--- src/rtl/sseg_scan_capture.sv ---
// Passive read-back monitor for a multiplexed 4-digit active-low 7-segment bus.
// Optional scan-order checker is built only when SSEG_CAP_ORDER_CHECK_EN is defined.
module sseg_scan_capture #(
    parameter int unsigned SETTLE_CYCLES = 4,
    parameter int unsigned TIMEOUT_W     = 24
) (
    input  logic        clk,
    input  logic        reset,
    input  logic [3:0]  an,
    input  logic [7:0]  sseg,
    output logic [15:0] digits,
    output logic [3:0]  dp,
    output logic [3:0]  code_ok,
    output logic        frame_done,
    output logic        changed,
    output logic        stale,
    output logic        order_err
);

    localparam logic [7:0]           SETTLE = 8'(SETTLE_CYCLES);
    localparam logic [TIMEOUT_W-1:0] WD_MAX = '1;

    logic [11:0]          samp_q, samp_d;
    logic [7:0]           cnt_q, cnt_d;
    logic [15:0]          sh_dig_q, sh_dig_d;
    logic [3:0]           sh_dp_q, sh_dp_d;
    logic [3:0]           sh_ok_q, sh_ok_d;
    logic [3:0]           seen_q, seen_d;
    logic [15:0]          digits_q, digits_d;
    logic [3:0]           dp_q, dp_d;
    logic [3:0]           code_ok_q, code_ok_d;
    logic                 frame_done_q, frame_done_d;
    logic                 changed_q, changed_d;
    logic                 first_q, first_d;
    logic [TIMEOUT_W-1:0] wd_q, wd_d;
    logic                 stale_q, stale_d;

    logic                 match;
    logic                 slot_vld;
    logic [1:0]           slot;
    logic                 cap;
    logic                 publish;
    logic [3:0]           nib;
    logic                 ok;

    always_comb begin
        slot     = 2'd0;
        slot_vld = 1'b0;
        case (an)
            4'b1110: begin slot = 2'd0; slot_vld = 1'b1; end
            4'b1101: begin slot = 2'd1; slot_vld = 1'b1; end
            4'b1011: begin slot = 2'd2; slot_vld = 1'b1; end
            4'b0111: begin slot = 2'd3; slot_vld = 1'b1; end
            default: begin slot = 2'd0; slot_vld = 1'b0; end
        endcase
    end

    always_comb begin
        nib = 4'h0;
        ok  = 1'b1;
        case (sseg[6:0])
            7'h40: nib = 4'h0;
            7'h79: nib = 4'h1;
            7'h24: nib = 4'h2;
            7'h30: nib = 4'h3;
            7'h19: nib = 4'h4;
            7'h12: nib = 4'h5;
            7'h02: nib = 4'h6;
            7'h78: nib = 4'h7;
            7'h00: nib = 4'h8;
            7'h10: nib = 4'h9;
            7'h08: nib = 4'hA;
            7'h03: nib = 4'hB;
            7'h46: nib = 4'hC;
            7'h21: nib = 4'hD;
            7'h06: nib = 4'hE;
            7'h0E: nib = 4'hF;
            default: begin nib = 4'h0; ok = 1'b0; end
        endcase
    end

    always_comb begin
        samp_d = {an, sseg};
        match  = ({an, sseg} == samp_q);
        cnt_d  = 8'd0;
        if (match) begin
            cnt_d = (cnt_q == SETTLE) ? SETTLE : cnt_q + 8'd1;
        end
        // Exactly one capture per stable interval: only the step into SETTLE counts.
        cap     = match && (cnt_q == SETTLE - 8'd1) && slot_vld;
        publish = (seen_q == 4'hF);

        sh_dig_d = sh_dig_q;
        sh_dp_d  = sh_dp_q;
        sh_ok_d  = sh_ok_q;
        seen_d   = publish ? 4'h0 : seen_q;
        if (cap) begin
            sh_dig_d[{slot, 2'b00} +: 4] = nib;
            sh_dp_d[slot]                = ~sseg[7];
            sh_ok_d[slot]                = ok;
            seen_d[slot]                 = 1'b1;
        end

        digits_d     = digits_q;
        dp_d         = dp_q;
        code_ok_d    = code_ok_q;
        frame_done_d = publish;
        changed_d    = 1'b0;
        first_d      = first_q;
        if (publish) begin
            digits_d  = sh_dig_q;
            dp_d      = sh_dp_q;
            code_ok_d = sh_ok_q;
            changed_d = first_q || ({sh_dig_q, sh_dp_q, sh_ok_q} != {digits_q, dp_q, code_ok_q});
            first_d   = 1'b0;
        end

        if (cap) begin
            wd_d = '0;
        end else if (wd_q == WD_MAX) begin
            wd_d = wd_q;
        end else begin
            wd_d = wd_q + 1'b1;
        end

        stale_d = stale_q;
        if (publish) begin
            stale_d = 1'b0;
        end else if (wd_d == WD_MAX) begin
            stale_d = 1'b1;
        end
    end

    always_ff @(posedge clk) begin
        if (reset) begin
            samp_q       <= 12'hFFF;
            cnt_q        <= 8'd0;
            sh_dig_q     <= 16'h0;
            sh_dp_q      <= 4'h0;
            sh_ok_q      <= 4'h0;
            seen_q       <= 4'h0;
            digits_q     <= 16'h0;
            dp_q         <= 4'h0;
            code_ok_q    <= 4'h0;
            frame_done_q <= 1'b0;
            changed_q    <= 1'b0;
            first_q      <= 1'b1;
            wd_q         <= '0;
            stale_q      <= 1'b0;
        end else begin
            samp_q       <= samp_d;
            cnt_q        <= cnt_d;
            sh_dig_q     <= sh_dig_d;
            sh_dp_q      <= sh_dp_d;
            sh_ok_q      <= sh_ok_d;
            seen_q       <= seen_d;
            digits_q     <= digits_d;
            dp_q         <= dp_d;
            code_ok_q    <= code_ok_d;
            frame_done_q <= frame_done_d;
            changed_q    <= changed_d;
            first_q      <= first_d;
            wd_q         <= wd_d;
            stale_q      <= stale_d;
        end
    end

    assign digits     = digits_q;
    assign dp         = dp_q;
    assign code_ok    = code_ok_q;
    assign frame_done = frame_done_q;
    assign changed    = changed_q;
    assign stale      = stale_q;

`ifdef SSEG_CAP_ORDER_CHECK_EN
    logic [1:0] last_slot_q, last_slot_d;
    logic [1:0] next_slot;
    logic       have_last_q, have_last_d;
    logic       order_err_q, order_err_d;

    // Expected scan is rotate-left on the anodes, i.e. slot index ascending mod 4.
    always_comb begin
        next_slot   = last_slot_q + 2'd1;
        last_slot_d = last_slot_q;
        have_last_d = have_last_q;
        order_err_d = order_err_q;
        if (cap) begin
            if (have_last_q && (slot != next_slot)) begin
                order_err_d = 1'b1;
            end
            last_slot_d = slot;
            have_last_d = 1'b1;
        end
    end

    always_ff @(posedge clk) begin
        if (reset) begin
            last_slot_q <= 2'd0;
            have_last_q <= 1'b0;
            order_err_q <= 1'b0;
        end else begin
            last_slot_q <= last_slot_d;
            have_last_q <= have_last_d;
            order_err_q <= order_err_d;
        end
    end

    assign order_err = order_err_q;
`else
    assign order_err = 1'b0;
`endif

endmodule

--- config.mk ---
export PLATFORM = sky130hd
export DESIGN_NAME = sseg_scan_capture
export DESIGN_NICKNAME = d
export VERILOG_FILES = /design/src/rtl/sseg_scan_capture.sv
export SDC_FILE = /design/constraint.sdc
export NUM_CORES = 1
export LEC_CHECK = 0
export CAP_MARGIN = 10
export CORE_MARGIN = 2
export CORE_UTILIZATION = 50
export DETAILED_ROUTE_END_ITERATION = 10
export DONT_BUFFER_PORTS = 1
export GPL_ROUTABILITY_DRIVEN = 0
export GPL_TIMING_DRIVEN = 0
export SYNTH_ARGS = -nofsm -noshare
export SYNTH_HDL_FRONTEND = slang
export SYNTH_SLANG_ARGS = --single-unit
export TNS_END_PERCENT = 20
--- constraint.sdc ---
create_clock -name clk -period 2.6 [get_ports clk]
set_input_delay 0.52 -clock clk [delete_from_list [all_inputs] [get_ports clk]]
set_output_delay 0.52 -clock clk [all_outputs]
set_load 0.01 [all_outputs]
==> results.ini <==
[clocking]
clk_latency_ps=370
cts_made_buffers=9
clk_pin_slew_ps=90
cts_setup_buffers=0
cts_tree=done
cts_root_buf=clkbuf_8
h-tree-depth=3
clock_sinks=100
clockBufferDepth=2

[synth]
synth_top_family_by_area=simple AND/OR/NAND/NOR gates
syn_area_um2=4975
async_reset_ff_share_pct=0
yosysMostFrequentCell=dfxtp_1
yosys_warnings=0
ys_top_cells_by_count=dfxtp_1, nand2_1, a21oi_1
seq_area_frac_synth_pct=40.24
synth_seq_cells=100
synth_compound_area_share_pct=11.59
synth_ff_type=dfxtp_1
synth_area_leader_cell=dfxtp_1
synth_fa_ha_area_share_pct=2.515
synthCells=603
synth_xor_xnor_area_share_pct=10.56
syn-mean-instance-area_um2=8.250
synth.area.mux_share_pct=1.408
yosysUniqueCellTypes=61
synth-simple-area-share_pct=29.98
synth_edf_count=0
synth_area_leaders=dfxtp_1, nand2_1, xor2_1
synth_top_area_share_pct=40.24
syn_nets=627

[outcome]
status=finished clean

[grt]
grt_start_max_net_pins=18
antenna_found_initial=0
globalRouteTotalUtil_pct=22.25
first_global_vias=3970
grt_first_pass_wirelength_um=19510
grt-ovfl-total=0

[floorplanning]
die_area_um2=10760
die_h_um=103.7
core_area_um2=9729
start_util_pct=51.13
rows=36
die_w_um=103.7
io_pins=42

[worst_setup_path]
r2r_setup_slack_ps=160
worstPathArrival_ps=2680
r2r_end=wd_q[6]
rr_startpoint=wd_q[0]
crit_fanout=7
rr_worst_depth=8
worstSetupEndpoint=wd_q[6]
criticalPathCategory=reg2reg
critPathLaunchType=flop
startpoint=wd_q[0]
critPathRequiredTime_ps=2850
critPathCaptureType=flop

[sta]
layout_setup_ws_ps=164.1
fin_crit_ps=2436
tightest_slew_ps=669.8
slew_headroom_pct=55.35
finalHoldViolations=0
rsz0062_at_grt=true
fin_crit_sh_pct=93.69
slew_viol_final=0
hold_slack_ps=259.5
final.setup_skew_ps=9.207
max_freq_mhz=410.5
setup_viol=0

[finish]
fillers=912
final_core_util_pct=55.11
n_antenna_cell=0
area_delta_synth_final_pct=7.772
drive_gt1_share_pct=7.929
final_nets=637

[worst_hold_path]
hold_path_class=in2reg

[placed_design]
portBuffers=0
place_ws_ps=-97.67
hpwl_um=8673

[routing]
drc=0
routedWlPerCell_um=15.64
ant_nets=0
routed_via_density=5.559
dr_total_vias=4175
dr.pass1.iters=5
wl_um=11740
drtIter0Drc=198

[power]
peakVddDrop_mv=0.2544
p_leak_nw=1.925
p_per_area_nw_per_um2=512.5

[flow_run]
drv_cap=0

==> flip-flops by register name, indices dropped and copies added (netlist names), 4 cells and up <==
signal and flops:
seen_q 4, cnt_q 8, sh_dig_q 16, sh_dp_q 4, digits 16, sh_ok_q 4, code_ok 4, dp 4
wd_q 24, samp_q 12
==> how the worst min path moves through the flow <==
stage	startpoint	endpoint	slack, ps	depth (start not counted)
2_1_floorplan	first_q	first_q	430	1
3_3_place_gp	first_q	first_q	430	1
3_5_place_dp	first_q	first_q	450	1
4_1_cts	an[0]	samp_q[8]	240	1
5_1_grt	an[2]	samp_q[10]	250	1
6_report	sseg[7]	samp_q[7]	260	1
==> layer usage <==
layer / vias to the layer above / part of all wire [%] / global-route usage, %
met4: 0 / 1.9 / 7.625
met1: 1967 / 45 / 27.24
met2: 75 / 50 / 39.59
met3: 18 / 3.7 / 3.650
li1: 2115 / - / -
met5: - / 0 / 0
==> placed cells by master (no fill, tap or decap), types with 3 or more instances in the layout <==
master,n
or3_1,12
a21oi_1,61
a211oi_1,3
clkbuf_8,10
inv_1,11
or4_1,5
xnor2_1,23
nand2_1,92
nand3_1,21
and4_1,8
xor2_1,37
nand3b_1,3
and3_1,9
nor4_1,11
ha_1,10
o21ai_0,6
nand4_1,15
mux2i_1,7
a31oi_1,6
nor2_1,53
clkbuf_1,24
nor4b_1,3
o211ai_1,3
nand2_4,4
dfxtp_1,100
or2_2,15
inv_6,3
nor3_1,13
==> logic make-up after synthesis <==
| family | Yosys count |
|---|---|
| other | 1 |
| and+or+nand+nor | 285 |
| AOI/OAI and AO/OA | 99 |
| buffers and inverters | 41 |
| adders and majority gates | 10 |
| xor gates and xnor gates | 60 |
| muxes | 7 |
| DFF | 100 |
==> through the flow <==
| step | TNS [ps] | std cells | power [mW] | area, µm² |
|---|---|---|---|---|
| 2_1_floorplan | 0 | 603 | 1.709 | 4975 |
| 3_3_place_gp | -50.45 | 736 | 1.745 | 5141 |
| 3_5_place_dp | -97.67 | 736 | 1.749 | 5141 |
| 4_1_cts | 0 | 752 | 2.780 | 5363 |
| 5_1_grt | -7.555 | 751 | 2.855 | 5361 |
| 6_report | 0 | 751 | 2.748 | 5361 |
==> area by class of cell <==
type	count	area, µm²	area share [%]
sequential	100	2002	37.34
clock buffer	10	137.6	2.567
clock inverter	6	70.07	1.307
buffer	29	135.1	2.520
multi-input combinational	462	2809	52.39
inverter	11	41.29	0.7701
tap	133	166.4	3.104
==> report_power, final <==
part	leakage [nW]	internal, mW	switching, mW	total (mW)
Combinational	1.01	0.0580	0.104	0.162
Clock	0.108	0.482	0.552	1.03
Sequential	0.809	1.54	0.00762	1.55
Total	1.93	2.08	0.664	2.75
==> critical path, cell delays in order, from the launching register on <==
cell	delay, ps
dfxtp_1	410
ha_1	300
nand3_1	160
nor3_2	450
nand2_1	310
and3_1	280
and4_1	200
xnor2_1	140
nor2_1	50
==> what timing repair did <==
action,CTS,global route
hold buffers,0,0
pin swaps,0,0
resized for setup,2,1
setup endpoints to repair,1,4
No activity file was read; power rests on OpenSTA's default activity.
